$ cat config.mk
export PLATFORM = sky130hd
export DESIGN_NAME = term_write_ctrl
export DESIGN_NICKNAME = d
export VERILOG_FILES = /design/src/rtl/term_write_ctrl.sv
export SDC_FILE = /design/constraint.sdc
export NUM_CORES = 1
export LEC_CHECK = 0
export CAP_MARGIN = 40
export CORE_ASPECT_RATIO = 1.4
export CORE_MARGIN = 3
export CORE_UTILIZATION = 35
export DETAILED_ROUTE_END_ITERATION = 12
export DONT_BUFFER_PORTS = 1
export GPL_ROUTABILITY_DRIVEN = 0
export PLACE_DENSITY = 0.53
export SYNTH_ARGS = -nofsm -noshare
export SYNTH_HDL_FRONTEND = slang
export SYNTH_SLANG_ARGS = --single-unit
$ cat constraint.sdc
create_clock -name clk14 -period 5.4 [get_ports clk14]
set_clock_uncertainty 0.05 [all_clocks]
set_input_delay 0.54 -clock clk14 [delete_from_list [all_inputs] [get_ports clk14]]
set_output_delay 0.54 -clock clk14 [all_outputs]
set_load 0.01 [all_outputs]
$ cat src/rtl/term_write_ctrl.sv
// term_write_ctrl: buffers CPU character writes in a small FIFO, decodes control
// codes, tracks the cursor and scroll origin, and schedules every VRAM write
// (characters, new-line clears, full-screen clears).
// Optional feature macro: TERM_AUTOWRAP_EN -- when defined, a printable character
// that fills the last column wraps the cursor to the next line (scroll + line
// clear, same as CR); when undefined the column saturates at COLS-1.
module term_write_ctrl #(
    parameter int unsigned FIFO_DEPTH = 8,
    parameter int unsigned COLS       = 40,
    parameter int unsigned ROWS       = 24
) (
    input  logic        clk14,
    input  logic        rst,
    input  logic        enable,
    input  logic        w_en,
    input  logic        address,
    input  logic [7:0]  din,
    input  logic        clr_screen,
    output logic [10:0] vram_w_addr,
    output logic [5:0]  vram_w_data,
    output logic        vram_w_en,
    output logic [10:0] cursor_addr,
    output logic [4:0]  start_row,
    output logic        tx_ready,
    output logic        busy,
    output logic        overflow
);
    localparam int unsigned PTR_W     = $clog2(FIFO_DEPTH);
    localparam int unsigned CNT_W     = PTR_W + 1;
    localparam logic [5:0]  SPACE     = 6'd32;
    localparam logic [11:0] SWEEP_END = 12'd2048;
`ifdef TERM_AUTOWRAP_EN
    localparam bit AUTOWRAP = 1'b1;
`else
    localparam bit AUTOWRAP = 1'b0;
`endif

    typedef enum logic [1:0] {IDLE, CHAR, LINECLR, SCRCLR} state_t;

    state_t           state;
    logic [7:0]       fifo_mem [FIFO_DEPTH];
    logic [PTR_W-1:0] rd_ptr;
    logic [PTR_W-1:0] wr_ptr;
    logic [CNT_W-1:0] count;
    logic [CNT_W-1:0] count_nxt;
    logic             wr_q;
    logic             clr_q;
    logic [7:0]       char_q;
    logic [4:0]       cur_row;
    logic [5:0]       cur_col;
    logic [6:0]       clr_col;
    logic [11:0]      sweep;

    logic             wr_c;
    logic             push_edge_c;
    logic             clr_req_c;
    logic             fifo_empty_c;
    logic             fifo_full_c;
    logic             pop_c;
    logic             push_c;
    logic             drop_c;
    logic [7:0]       head_c;
    logic [6:0]       col_inc_c;
    logic [4:0]       adv_row_c;
    logic             scroll_c;
    logic             adv_c;
    logic [5:0]       col_nxt_c;
    logic             goes_idle_c;

    function automatic logic is_cr(input logic [7:0] c);
        return (c == 8'h0D) || (c == 8'h8D);
    endfunction

    function automatic logic is_ign(input logic [7:0] c);
        return (c == 8'h00) || (c == 8'h0A) || (c == 8'h9B) || (c == 8'h7F);
    endfunction

    assign cursor_addr = {cur_row, cur_col};

    // Edge detection, FIFO handshakes, cursor arithmetic and next-idle decision.
    always_comb begin
        wr_c         = enable & w_en & ~address;
        push_edge_c  = wr_c & ~wr_q;
        clr_req_c    = clr_screen & ~clr_q;
        fifo_empty_c = (count == '0);
        fifo_full_c  = (count == CNT_W'(FIFO_DEPTH));
        head_c       = fifo_mem[rd_ptr];
        pop_c        = (state == IDLE) & ~clr_req_c & ~fifo_empty_c;
        // A push in the clear-request cycle is lost to the flush.
        push_c       = push_edge_c & ~fifo_full_c & ~clr_req_c;
        drop_c       = push_edge_c & fifo_full_c & ~clr_req_c;

        count_nxt = count;
        if (clr_req_c) begin
            count_nxt = '0;
        end else if (push_c && !pop_c) begin
            count_nxt = count + CNT_W'(1);
        end else if (pop_c && !push_c) begin
            count_nxt = count - CNT_W'(1);
        end

        col_inc_c = {1'b0, cur_col} + 7'd1;
        adv_row_c = cur_row + 5'd1;
        scroll_c  = ((adv_row_c - start_row) == 5'(ROWS));
        adv_c     = is_cr(char_q) |
                    (AUTOWRAP & ~is_ign(char_q) & (col_inc_c == 7'(COLS)));

        col_nxt_c = col_inc_c[5:0];
        if (is_cr(char_q) || is_ign(char_q) || adv_c) begin
            col_nxt_c = '0;
        end else if (col_inc_c == 7'(COLS)) begin
            col_nxt_c = 6'(COLS - 1);
        end

        goes_idle_c = 1'b1;
        case (state)
            IDLE:    goes_idle_c = fifo_empty_c;
            CHAR:    goes_idle_c = ~adv_c;
            LINECLR: goes_idle_c = (clr_col == 7'(COLS));
            SCRCLR:  goes_idle_c = (sweep == SWEEP_END);
            default: goes_idle_c = 1'b1;
        endcase
        if (clr_req_c) begin
            goes_idle_c = 1'b0;
        end
    end

    // FIFO storage (no reset needed on the data array).
    always_ff @(posedge clk14) begin
        if (push_c) begin
            fifo_mem[wr_ptr] <= din;
        end
    end

    // FIFO pointers and occupancy; a clear request flushes.
    always_ff @(posedge clk14 or posedge rst) begin
        if (rst) begin
            rd_ptr <= '0;
            wr_ptr <= '0;
            count  <= '0;
        end else begin
            count <= count_nxt;
            if (clr_req_c) begin
                rd_ptr <= '0;
                wr_ptr <= '0;
            end else begin
                if (push_c) wr_ptr <= wr_ptr + PTR_W'(1);
                if (pop_c)  rd_ptr <= rd_ptr + PTR_W'(1);
            end
        end
    end

    // Controller FSM: cursor/scroll state and registered VRAM write port.
    always_ff @(posedge clk14 or posedge rst) begin
        if (rst) begin
            state       <= IDLE;
            wr_q        <= 1'b0;
            clr_q       <= 1'b0;
            char_q      <= '0;
            cur_row     <= '0;
            cur_col     <= '0;
            start_row   <= '0;
            clr_col     <= '0;
            sweep       <= '0;
            vram_w_addr <= '0;
            vram_w_data <= '0;
            vram_w_en   <= 1'b0;
            tx_ready    <= 1'b1;
            busy        <= 1'b0;
            overflow    <= 1'b0;
        end else begin
            wr_q      <= wr_c;
            clr_q     <= clr_screen;
            tx_ready  <= (count_nxt != CNT_W'(FIFO_DEPTH));
            busy      <= ~goes_idle_c | (count_nxt != '0);
            vram_w_en <= 1'b0;
            if (drop_c) begin
                overflow <= 1'b1;
            end
            if (clr_req_c) begin
                // Enter or restart the full-screen sweep; address 0 goes out now.
                state       <= SCRCLR;
                cur_row     <= '0;
                cur_col     <= '0;
                start_row   <= '0;
                overflow    <= 1'b0;
                sweep       <= 12'd1;
                vram_w_en   <= 1'b1;
                vram_w_addr <= '0;
                vram_w_data <= SPACE;
            end else begin
                case (state)
                    IDLE: begin
                        if (pop_c) begin
                            char_q <= head_c;
                            state  <= CHAR;
                            // The glyph write is issued here so it is on the port during CHAR.
                            if (!is_cr(head_c) && !is_ign(head_c)) begin
                                vram_w_en   <= 1'b1;
                                vram_w_addr <= {cur_row, cur_col};
                                vram_w_data <= {~head_c[6], head_c[4:0]};
                            end
                        end
                    end
                    CHAR: begin
                        cur_col <= col_nxt_c;
                        if (adv_c) begin
                            cur_row <= adv_row_c;
                            if (scroll_c) begin
                                start_row <= start_row + 5'd1;
                            end
                            clr_col     <= 7'd1;
                            vram_w_en   <= 1'b1;
                            vram_w_addr <= {adv_row_c, 6'd0};
                            vram_w_data <= SPACE;
                            state       <= LINECLR;
                        end else begin
                            state <= IDLE;
                        end
                    end
                    LINECLR: begin
                        if (clr_col == 7'(COLS)) begin
                            state <= IDLE;
                        end else begin
                            vram_w_en   <= 1'b1;
                            vram_w_addr <= {cur_row, clr_col[5:0]};
                            vram_w_data <= SPACE;
                            clr_col     <= clr_col + 7'd1;
                        end
                    end
                    SCRCLR: begin
                        if (sweep == SWEEP_END) begin
                            state <= IDLE;
                        end else begin
                            vram_w_en   <= 1'b1;
                            vram_w_addr <= sweep[10:0];
                            vram_w_data <= SPACE;
                            sweep       <= sweep + 12'd1;
                        end
                    end
                    default: state <= IDLE;
                endcase
            end
        end
    end

endmodule

==> flow_summary_export.csv <==
group,metric,value,unit
synthesis,synth_area,6820,sq um
global_routing,grt_pass1_wl,24200,um
clocking,numCtsBuffers,17,
worst_setup_path,required,5650,ps
worst_setup_path,arrival,3820,ps
floorplan,fp.dieW,124,um
floorplan,coreArea,18800,sq um
global_routing,grt_pass1_vias,4534,
floorplan,start_util,36.2,%
worst_setup_path,path_max_fanout,20,
routing,num_vias,4335,
worst_setup_path,path_cells,"mux4_1 -> mux2i_1 -> nand2_1 -> a211o_1 -> a21boi_4 -> a31o_1 -> inv_8 -> mux2_4",
sta,setup_viol,0,
synthesis,synth_fp_nets,589,
worst_setup_path,crit_type,"register to register",
clocking,cts_tree,"built",
routing,drc,0,
global_routing,antenna_found_initial,0,
routing,wl,14900,um
sta,worst_pin_slew,872,ps
cells_and_area,final_cells,831,
routing,drtIter0Drc,280,
routing,routedWlPerCell,17.9,um
cells_and_area,area_growth,13.7,%
pwr,ir_worst_vdd,0.209,mV
cells_and_area,antennaDiodeCount,0,
sta,fin_crit_sh,66.2,%
clocking,clock_sinks,142,
global_routing,grt_util_all_layers,14.9,%
cells_and_area,nNetsFinal,603,
synthesis,synth_edf_count,64,
synthesis,ys_seq_area_share,56.8,%
floorplan,io_pins,51,
synthesis,synth-simple-area-share,14.4,%
floorplan,rows,59,
synthesis,yosysUniqueCellTypes,65,
cells_and_area,drive_above_1_share,15.0,%
worst_setup_path,cp-start-kind,"register",
synthesis,yosys.area.top_type_share,28.3,%
global_routing,overflow,0,
outcome,status,"finished, final reports clean",
hold_path,min_path_type,"primary input to register",
worst_setup_path,crit_family,"multiplexers",
sta,finalHoldViolations,0,
hold_path,hp-start,"clr_screen",
routing,detail-route-antenna-nets,0,
sta,relSlewSlack,41.3,%
place,dp_cells,798,
worst_setup_path,rr_startpoint,"rd_ptr[1]",
synthesis,synth_largest_area_cell,"dfrtp_1",
worst_setup_path,crit_slowest_cell,"dfrtp_1",
synthesis,yosysWarnings,0,
sta,max_freq,280,MHz
cells_and_area,final_core_util,41.2,%
clocking,clk_latency,410,ps
synthesis,synthTopCellsByArea,"dfrtp_1 (28%), edfxtp_1 (28%), nor2_1 (4.5%)",
synthesis,synth_mux_area_share,11.1,%
synthesis,ys_ff_latch,142,
clocking,clock_tree.buffer_depth,2,
floorplan,die_h,171,um
cells_and_area,mostFrequentLayoutCells,"nor2_1 (81), dfrtp_1 (77), edfxtp_1 (64)",
clocking,root_buffer,"clkbuf_16",
synthesis,async_flop_share,54.9,%
worst_setup_path,max_stage_delay,900,ps
floorplan,die_area,21200,sq um
sta,drv_slew,0,
global_routing,grt_max_degree,55,
clocking,cts-resized-gates,0,
pwr,totalPowerFinal,2.52,mW
synthesis,synth-main-ff-cell,"dfrtp_1",
synthesis,syn_inst,560,
synthesis,avgSynthCellArea,12.2,sq um
clocking,htreeDepth,4,
worst_setup_path,crit_start,"rd_ptr[1]",
sta,fin_crit,3580,ps
cells_and_area,final_common_cell,"nor2_1",
worst_setup_path,cp-end-kind,"register",
synthesis,synth_xor_area_share,4.75,%
pwr,p_leak,3.07,nW
synthesis,synthAdderAreaFrac,3.05,%
routing,vias_per_cell,5.22,
clocking,path_clk_slew,60,ps
place,dp_hpwl,10700,um
routing,firstDrtPassIters,4,
worst_setup_path,path_buf_inv,1,
flow_run,drv_cap,0,
synthesis,synth_top_family_by_area,"simple AND/OR/NAND/NOR gates",
pwr,p_per_area,326,nW/um^2
synthesis,synth_compound_area_share,7.10,%
place,io_buffers,0,
sta,fin_tns_setup,0,ps
sta,grt_setup_unrepaired,"false",
==> worst paths after layout <==
kind / end / slack [ps] / cells after the start
hold reg to reg: clr_col[6] / 510 / 2
setup / recovery: vram_w_addr[7] / 1820 / 8
setup reg to reg: vram_w_addr[7] / 1820 / 8
hold / removal: clr_q / 110 / 0
min in group asynchronous: cur_col[1] / 580 / 3
max in group asynchronous: tx_ready / 4070 / 4
==> area by class of cell <==
type                    count  area, sq um
inverters                  20         83.8
clock buffers              17          425
well taps                 244          305
flip-flops and latches    142         3870
fillers                  1789        11100
multi-input cells         376         2780
repair buffers             17          150
clock inverters            15          136
==> flip-flops by register name (all words and copies together) (netlist names), 2 cells and up <==
name and count:
wr_ptr 3, sweep 12, cur_col 6, count 4, clr_col 7, vram_w_data 6
rd_ptr 3, fifo_mem 64, char_q 8, vram_w_addr 11, state 2, start_row 5
cur_row 5
==> power by group <==
group / total [mW] / switching [mW] / internal [mW]
Clock: 1.10 / 0.465 / 0.639
Combinational: 0.187 / 0.101 / 0.0858
Sequential: 1.23 / 0.0572 / 1.18
Total: 2.52 / 0.623 / 1.90
==> per-layer routing <==
metal / global-route usage [%] / share of wire (%) / vias to the layer above
met2: 26.5 / 53 / 92
met4: 4.19 / 1.1 / 0
li1: - / - / 2069
met5: 0 / 0 / -
met1: 17.1 / 40 / 2161
met3: 4.43 / 5.1 / 13
==> cell usage after synthesis, types with 8 or more instances <==
library cell	count
o21ai_0	14
clkbuf_1	12
a21oi_1	19
dfrtp_1	77
nor2b_1	8
and2_1	8
mux4_2	11
nand2_1	29
mux2_2	9
nand4_1	8
mux2i_1	17
nor3_1	11
xnor2_1	19
ha_1	15
inv_1	18
nand3_1	15
mux2_4	9
xor2_1	18
edfxtp_1	64
nor2_1	81
==> through the flow <==
stage | setup slack [ps] | area [sq um] | hold WS, ps
2_1_floorplan | 2480 | 6820 | 447
3_3_place_gp | 1910 | 7090 | 492
4_1_cts | 1760 | 7750 | 83.6
3_5_place_dp | 1770 | 7180 | 450
5_1_grt | 1530 | 7750 | 84.6
6_report | 1820 | 7750 | 106
==> logic make-up after synthesis <==
group / Yosys count
compound gates: 72
xor+xnor: 37
fa+ha+maj: 17
buf+inv: 42
flops: 142
mux: 50
simple gates: 200
==> timing repair <==
action / in CTS / in global routing
hold buffers: 1 / 0
hold endpoints to repair: 3 / 0
setup buffers: 0 / 0
setup endpoints to repair: 0 / 0
No activity file was read; power rests on OpenSTA's default activity.
